**config.mk**
```make
export PLATFORM = sky130hd
export DESIGN_NAME = imem_load_sequencer
export DESIGN_NICKNAME = d
export VERILOG_FILES = /design/src/rtl/cpu_pkg.sv /design/src/rtl/imem_load_sequencer_watchdog.sv /design/src/rtl/imem_load_sequencer.sv
export SDC_FILE = /design/constraint.sdc
export NUM_CORES = 1
export LEC_CHECK = 0
export BUFFER_PORTS_ARGS = -buffer_cell sky130_fd_sc_hd__buf_4
export CORE_MARGIN = 4
export CORE_UTILIZATION = 46
export DETAILED_ROUTE_END_ITERATION = 12
export PLACE_DENSITY_LB_ADDON = 0.08
export SYNTH_ARGS = -nofsm -noshare
export SYNTH_HDL_FRONTEND = slang
export SYNTH_SLANG_ARGS = --single-unit
export TNS_END_PERCENT = 20
```
**constraint.sdc**
```tcl
create_clock -name clk -period 2.2 [get_ports clk]
set_clock_uncertainty 0.2 [all_clocks]
set_input_delay 0.44 -clock clk [delete_from_list [all_inputs] [get_ports clk]]
set_output_delay 0.44 -clock clk [all_outputs]
set_load 0.1 [all_outputs]
```
**src/rtl/cpu_pkg.sv**
```systemverilog
// cpu_pkg: shared core state encodings and default instruction-memory geometry
package cpu_pkg;
  typedef enum logic [1:0] {
    ST_IDLE = 2'b00,
    ST_RUN  = 2'b01,
    ST_LOAD = 2'b10,
    ST_HALT = 2'b11
  } state_e;
  localparam int IM_AW = 8;
  localparam int IM_DW = 32;
endpackage

```
**src/rtl/imem_load_sequencer_watchdog.sv**
```systemverilog
// run_watchdog: saturating RUN-cycle counter, watchdog compare and run_req edge detect
module run_watchdog #(
  parameter logic [31:0] MAX_CYCLES = 32'd100000
) (
  input  logic        clk,
  input  logic        rst,
  input  logic        run,
  input  logic        clr,
  input  logic        halt_req,
  input  logic        run_req,
  output logic        expire,
  output logic        run_rise,
  output logic [31:0] cycle_count,
  output logic        timeout
);
  logic [31:0] cycle_count_q, cycle_count_d;
  logic        timeout_q, timeout_d, run_req_q;
  always_comb begin
    expire = run && cycle_count_q == MAX_CYCLES - 32'd1;
    run_rise = run_req && !run_req_q;
    cycle_count_d = clr ? '0 : run && cycle_count_q != '1 ? cycle_count_q + 32'd1 : cycle_count_q;
    timeout_d = clr ? 1'b0 : expire && !halt_req ? 1'b1 : timeout_q;
  end
  always_ff @(posedge clk) begin
    if (!rst) begin
      cycle_count_q <= '0;
      timeout_q <= 1'b0;
      run_req_q <= 1'b0;
    end else begin
      cycle_count_q <= cycle_count_d;
      timeout_q <= timeout_d;
      run_req_q <= run_req;
    end
  end
  assign cycle_count = cycle_count_q;
  assign timeout = timeout_q;
endmodule

```
**src/rtl/imem_load_sequencer.sv**
```systemverilog
// imem_load_sequencer: IDLE/LOAD/RUN/HALT run controller and instruction-memory port arbiter
module imem_load_sequencer
  import cpu_pkg::*;
#(
  parameter int          AW         = IM_AW,
  parameter int          DW         = IM_DW,
  parameter logic [31:0] MAX_CYCLES = 32'd100000
) (
  input  logic          clk,
  input  logic          rst,
  input  logic          host_start_load,
  input  logic          host_valid,
  output logic          host_ready,
  input  logic [AW-1:0] host_addr,
  input  logic [DW-1:0] host_data,
  input  logic          host_last,
  input  logic          run_req,
  input  logic          halt_req,
  input  logic [AW-1:0] fetch_addr,
  output logic          im_wea,
  output logic [AW-1:0] im_addr,
  output logic [DW-1:0] im_din,
  output logic [1:0]    curr_state,
  output logic [AW:0]   load_count,
  output logic [31:0]   cycle_count,
  output logic          timeout,
  output logic          load_err
);
  localparam logic [AW:0] FULL = {1'b1, {AW{1'b0}}};
  localparam logic [AW:0] ONE = {{AW{1'b0}}, 1'b1};
  state_e        state_q, state_d;
  logic          wea_q, wea_d, load_err_q, load_err_d;
  logic [AW-1:0] waddr_q, waddr_d;
  logic [DW-1:0] wdata_q, wdata_d;
  logic [AW:0]   load_count_q, load_count_d;
  logic          beat, room, start_clr, wd_clr, expire, run_rise, use_wr;
  run_watchdog #(.MAX_CYCLES(MAX_CYCLES)) u_wd (
    .clk(clk),
    .rst(rst),
    .run(state_q == ST_RUN),
    .clr(wd_clr),
    .halt_req(halt_req),
    .run_req(run_req),
    .expire(expire),
    .run_rise(run_rise),
    .cycle_count(cycle_count),
    .timeout(timeout)
  );
  always_comb begin
    beat = state_q == ST_LOAD && host_valid;
    room = load_count_q != FULL;
    start_clr = (state_q == ST_IDLE || state_q == ST_HALT) && host_start_load;
    wd_clr = !host_start_load && (state_q == ST_IDLE && run_req || state_q == ST_HALT && run_rise);
    wea_d = beat && room;
    waddr_d = wea_d ? host_addr : waddr_q;
    wdata_d = wea_d ? host_data : wdata_q;
    load_count_d = start_clr ? '0 : wea_d ? load_count_q + ONE : load_count_q;
    load_err_d = start_clr ? 1'b0 : beat && !room ? 1'b1 : load_err_q;
    state_d = state_q;
    case (state_q)
      ST_IDLE: state_d = host_start_load ? ST_LOAD : run_req ? ST_RUN : ST_IDLE;
      ST_LOAD: state_d = beat && host_last ? ST_IDLE : ST_LOAD;
      ST_RUN:  state_d = halt_req || expire ? ST_HALT : run_req ? ST_RUN : ST_IDLE;
      ST_HALT: state_d = host_start_load ? ST_LOAD : run_rise ? ST_RUN : ST_HALT;
    endcase
  end
  always_ff @(posedge clk) begin
    if (!rst) begin
      state_q <= ST_IDLE;
      wea_q <= 1'b0;
      waddr_q <= '0;
      wdata_q <= '0;
      load_count_q <= '0;
      load_err_q <= 1'b0;
    end else begin
      state_q <= state_d;
      wea_q <= wea_d;
      waddr_q <= waddr_d;
      wdata_q <= wdata_d;
      load_count_q <= load_count_d;
      load_err_q <= load_err_d;
    end
  end
  assign use_wr = state_q == ST_LOAD || wea_q;
  assign host_ready = state_q == ST_LOAD;
  assign im_wea = wea_q;
  assign im_addr = use_wr ? waddr_q : fetch_addr;
  assign im_din = use_wr ? wdata_q : '0;
  assign curr_state = state_q;
  assign load_count = load_count_q;
  assign load_err = load_err_q;
endmodule

```
==> results.yml <==
status:
  outcome: "complete, but fails checks"
  violations: "setup timing"
synth:
  synth.distinct_cells: 47
  synthCells: 516
  async_flop_share: 0
  synth_nets: 579
  synth_warnings: 0
  yosys.area.top_type_share: 0.4110
  synth_top_area_cell: "dfxtp_1"
  synth_edf_count: 0
  synth_top_family_by_area: "simple AND/OR/NAND/NOR gates"
  syn-cell-area_um2: 4238
  synth_ff_type: "dfxtp_1"
  synth_compound_area_frac: 0.1603
  synth-adder-area-share: 0.02362
  seq_area_frac_synth: 0.4110
  synth_mux_area_frac: 0.02362
  synth_xor_area_frac: 0.03100
  synth_top_cells_by_area: "dfxtp_1, nand2_1, a21boi_0, nor2b_1, a21oi_1"
  avgSynthCellArea_um2: 8.213
  ys_ff_latch: 87
  synth-simple-area-share: 0.3112
critical_path:
  crit_fanout: 16
  cp_common_cell: "buf_12"
  cp_slowest_cell: "dfxtp_4"
  path_class: "register to output port"
  cp.required_ns: 1.56
  cp.arrival_ns: 1.73
  cp_cell_sequence: "inv_4 > ha_4 > nor2_4 > buf_12 > mux2_4 > buf_12"
  end_kind: "output port"
  cp-start-kind: "register"
  crit_path_max_incr_delay_ns: 0.38
pwr:
  p_leak_uw: 0.002484
  ir_drop_v: 0.0005428
  p_per_area_nw_per_um2: 882.3
  power_uw: 5842
floorplanning:
  core_um2: 8848
  die_w_um: 104.0
  row_count: 34
  die_y_um: 104.0
  num_io_pins: 142
  die_area_um2: 10810
  floorplan.initialDensity: 0.4789
clocking:
  clk_pin_slew_ns: 0.08
  cts_tree: "built"
  clock_latency_ns: 0.35
  h-tree-depth: 3
  postCtsHoldBufs: 0
  numCtsBuffers: 9
  root_buffer: "clkbuf_8"
  clock-sinks: 87
  clockBufferDepth: 2
finish:
  layout-drive-gt1-share: 0.4328
  most-common-layout-cells: "buf_4, nand2_1, dfxtp_1"
  n_antenna_cell: 0
  syn_to_final_growth_pct: 56.24
  nets: 735
  final_common_cell: "buf_4"
  fin_area_um2: 6621
routing:
  via_per_inst: 5.415
  detail-route-antenna-nets: 0
  drtIter0Drc: 157
  wirelength_um: 12460
  route.vias.total: 4251
  wire_per_inst_um: 15.87
  dr.pass1.iters: 4
  drc: 0
timing:
  tightestPinTransition_ns: 0.4612
  finalHoldViolations: 0
  worst_slack_ns: -0.1738
  maxSlewViolCount: 0
  post-route-period-util: 1.079
  slew_headroom: 0.6914
  max_freq_mhz: 421.3
  setup_viol: 40
  fin_crit_ns: 2.374
  rsz0062_at_grt: "yes"
grt:
  grt_max_degree: 45
  grt_pass1_vias: 4154
  globalRouteOverflowTotal: 0
  grt_pass1_wl_um: 20290
  grtUsageTotal: 0.2233
  antenna_found_initial: 0
placement:
  routabilityCongestion: 0.8931
  place_area_um2: 5933
  port_buffers: 141
  hpwl_um: 8786
worst_hold_path:
  min-delay-path-class: "primary input to register"
job:
  cap_violations: 0
## state kept, by name, summed over array words and instances (netlist names)
register / cells
load_count: 9
curr_state: 2
u_wd.timeout: 1
wdata_q: 32
load_err: 1
im_wea: 1
u_wd.run_req_q: 1
waddr_q: 8
u_wd.cycle_count: 32
## where the power goes
part | switching (uW) | internal (uW)
Sequential | 90.2 | 1710
Clock | 590 | 419
Combinational | 1910 | 1120
## critical path, delay by kind of cell (launching register included)
kind                     cells  cell delay, ns
multiplexers                 1            0.34
adder cells (fa/ha/maj)      1            0.16
buffers and inverters        3            0.41
flip-flops                   1            0.38
AND/OR/NAND/NOR              1            0.10
## path summary, 6_finish.rpt
check	from	end	slack, ns	cells past startpoint
max	curr_state[0]	im_addr[1]	-0.17	6
min	run_req	u_wd.run_req_q	0.13	2
min reg2reg	wdata_q[6]	wdata_q[6]	0.27	2
max reg2reg	curr_state[1]	u_wd.cycle_count[25]	0.06	7
## through the flow
| step | hold slack [ns] | TNS (ns) | utilization | worst slack [ns] | instances |
|---|---|---|---|---|---|
| 3_3_place_gp | 0.2502 | 0 | 0.6705 | 0.06264 | 765 |
| 2_1_floorplan | 0.2430 | -14.16 | - | -0.2223 | 516 |
| 3_5_place_dp | 0.2598 | -0.09289 | 0.6705 | -0.05152 | 765 |
| 5_1_grt | 0.1285 | -5.731 | 0.7483 | -0.2147 | 785 |
| 6_report | 0.1304 | -3.633 | 0.7483 | -0.1738 | 785 |
| 4_1_cts | 0.1206 | -5.514 | 0.7159 | -0.1842 | 782 |
## cells in the mapped netlist, types with 6 or more instances
master	instances
a21boi_0	40
a21oi_1	25
clkbuf_1	20
dfxtp_1	87
ha_1	8
inv_1	14
mux2_2	8
nand2_1	111
nand3_1	17
nand4_1	13
nor2_1	27
nor2b_1	33
nor4_1	6
o21ai_0	17
or3_1	12
or4_1	9
xnor2_1	9
xor2_1	6
## kinds of logic after synthesis
| group | count (synthesis) |
|---|---|
| buffers and inverters | 39 |
| adder cells (fa/ha/maj) | 8 |
| AO/OA/AOI/OAI | 102 |
| XOR/XNOR | 15 |
| flip-flops | 87 |
| AND/OR/NAND/NOR | 256 |
| multiplexers | 9 |
## what timing repair did
| action | in CTS | in global routing |
|---|---|---|
| gates resized for setup | 56 | 58 |
| cloned | 0 | 1 |
| setup endpoints to repair | 43 | 61 |
| pin swaps | 0 | 3 |
| setup buffers | 1 | 2 |
## cell type report
class / instances / area [um2]
repair buffers: 170 / 1779
multi-input cells: 390 / 2683
clock buffers: 12 / 135.1
inverters: 14 / 55.05
clock inverters: 4 / 28.78
well taps: 108 / 135.1
fillers: 655 / 2227
flip-flops and latches: 87 / 1805
## routing by layer
layer,vias up,track usage,share of wire
met3,14,0.03538,0.052
met4,0,0.06173,0.014
met2,132,0.3914,0.50
li1,2098,-,-
met1,2007,0.2840,0.44
met5,-,0,0
No activity file was read; power rests on OpenSTA's default activity.
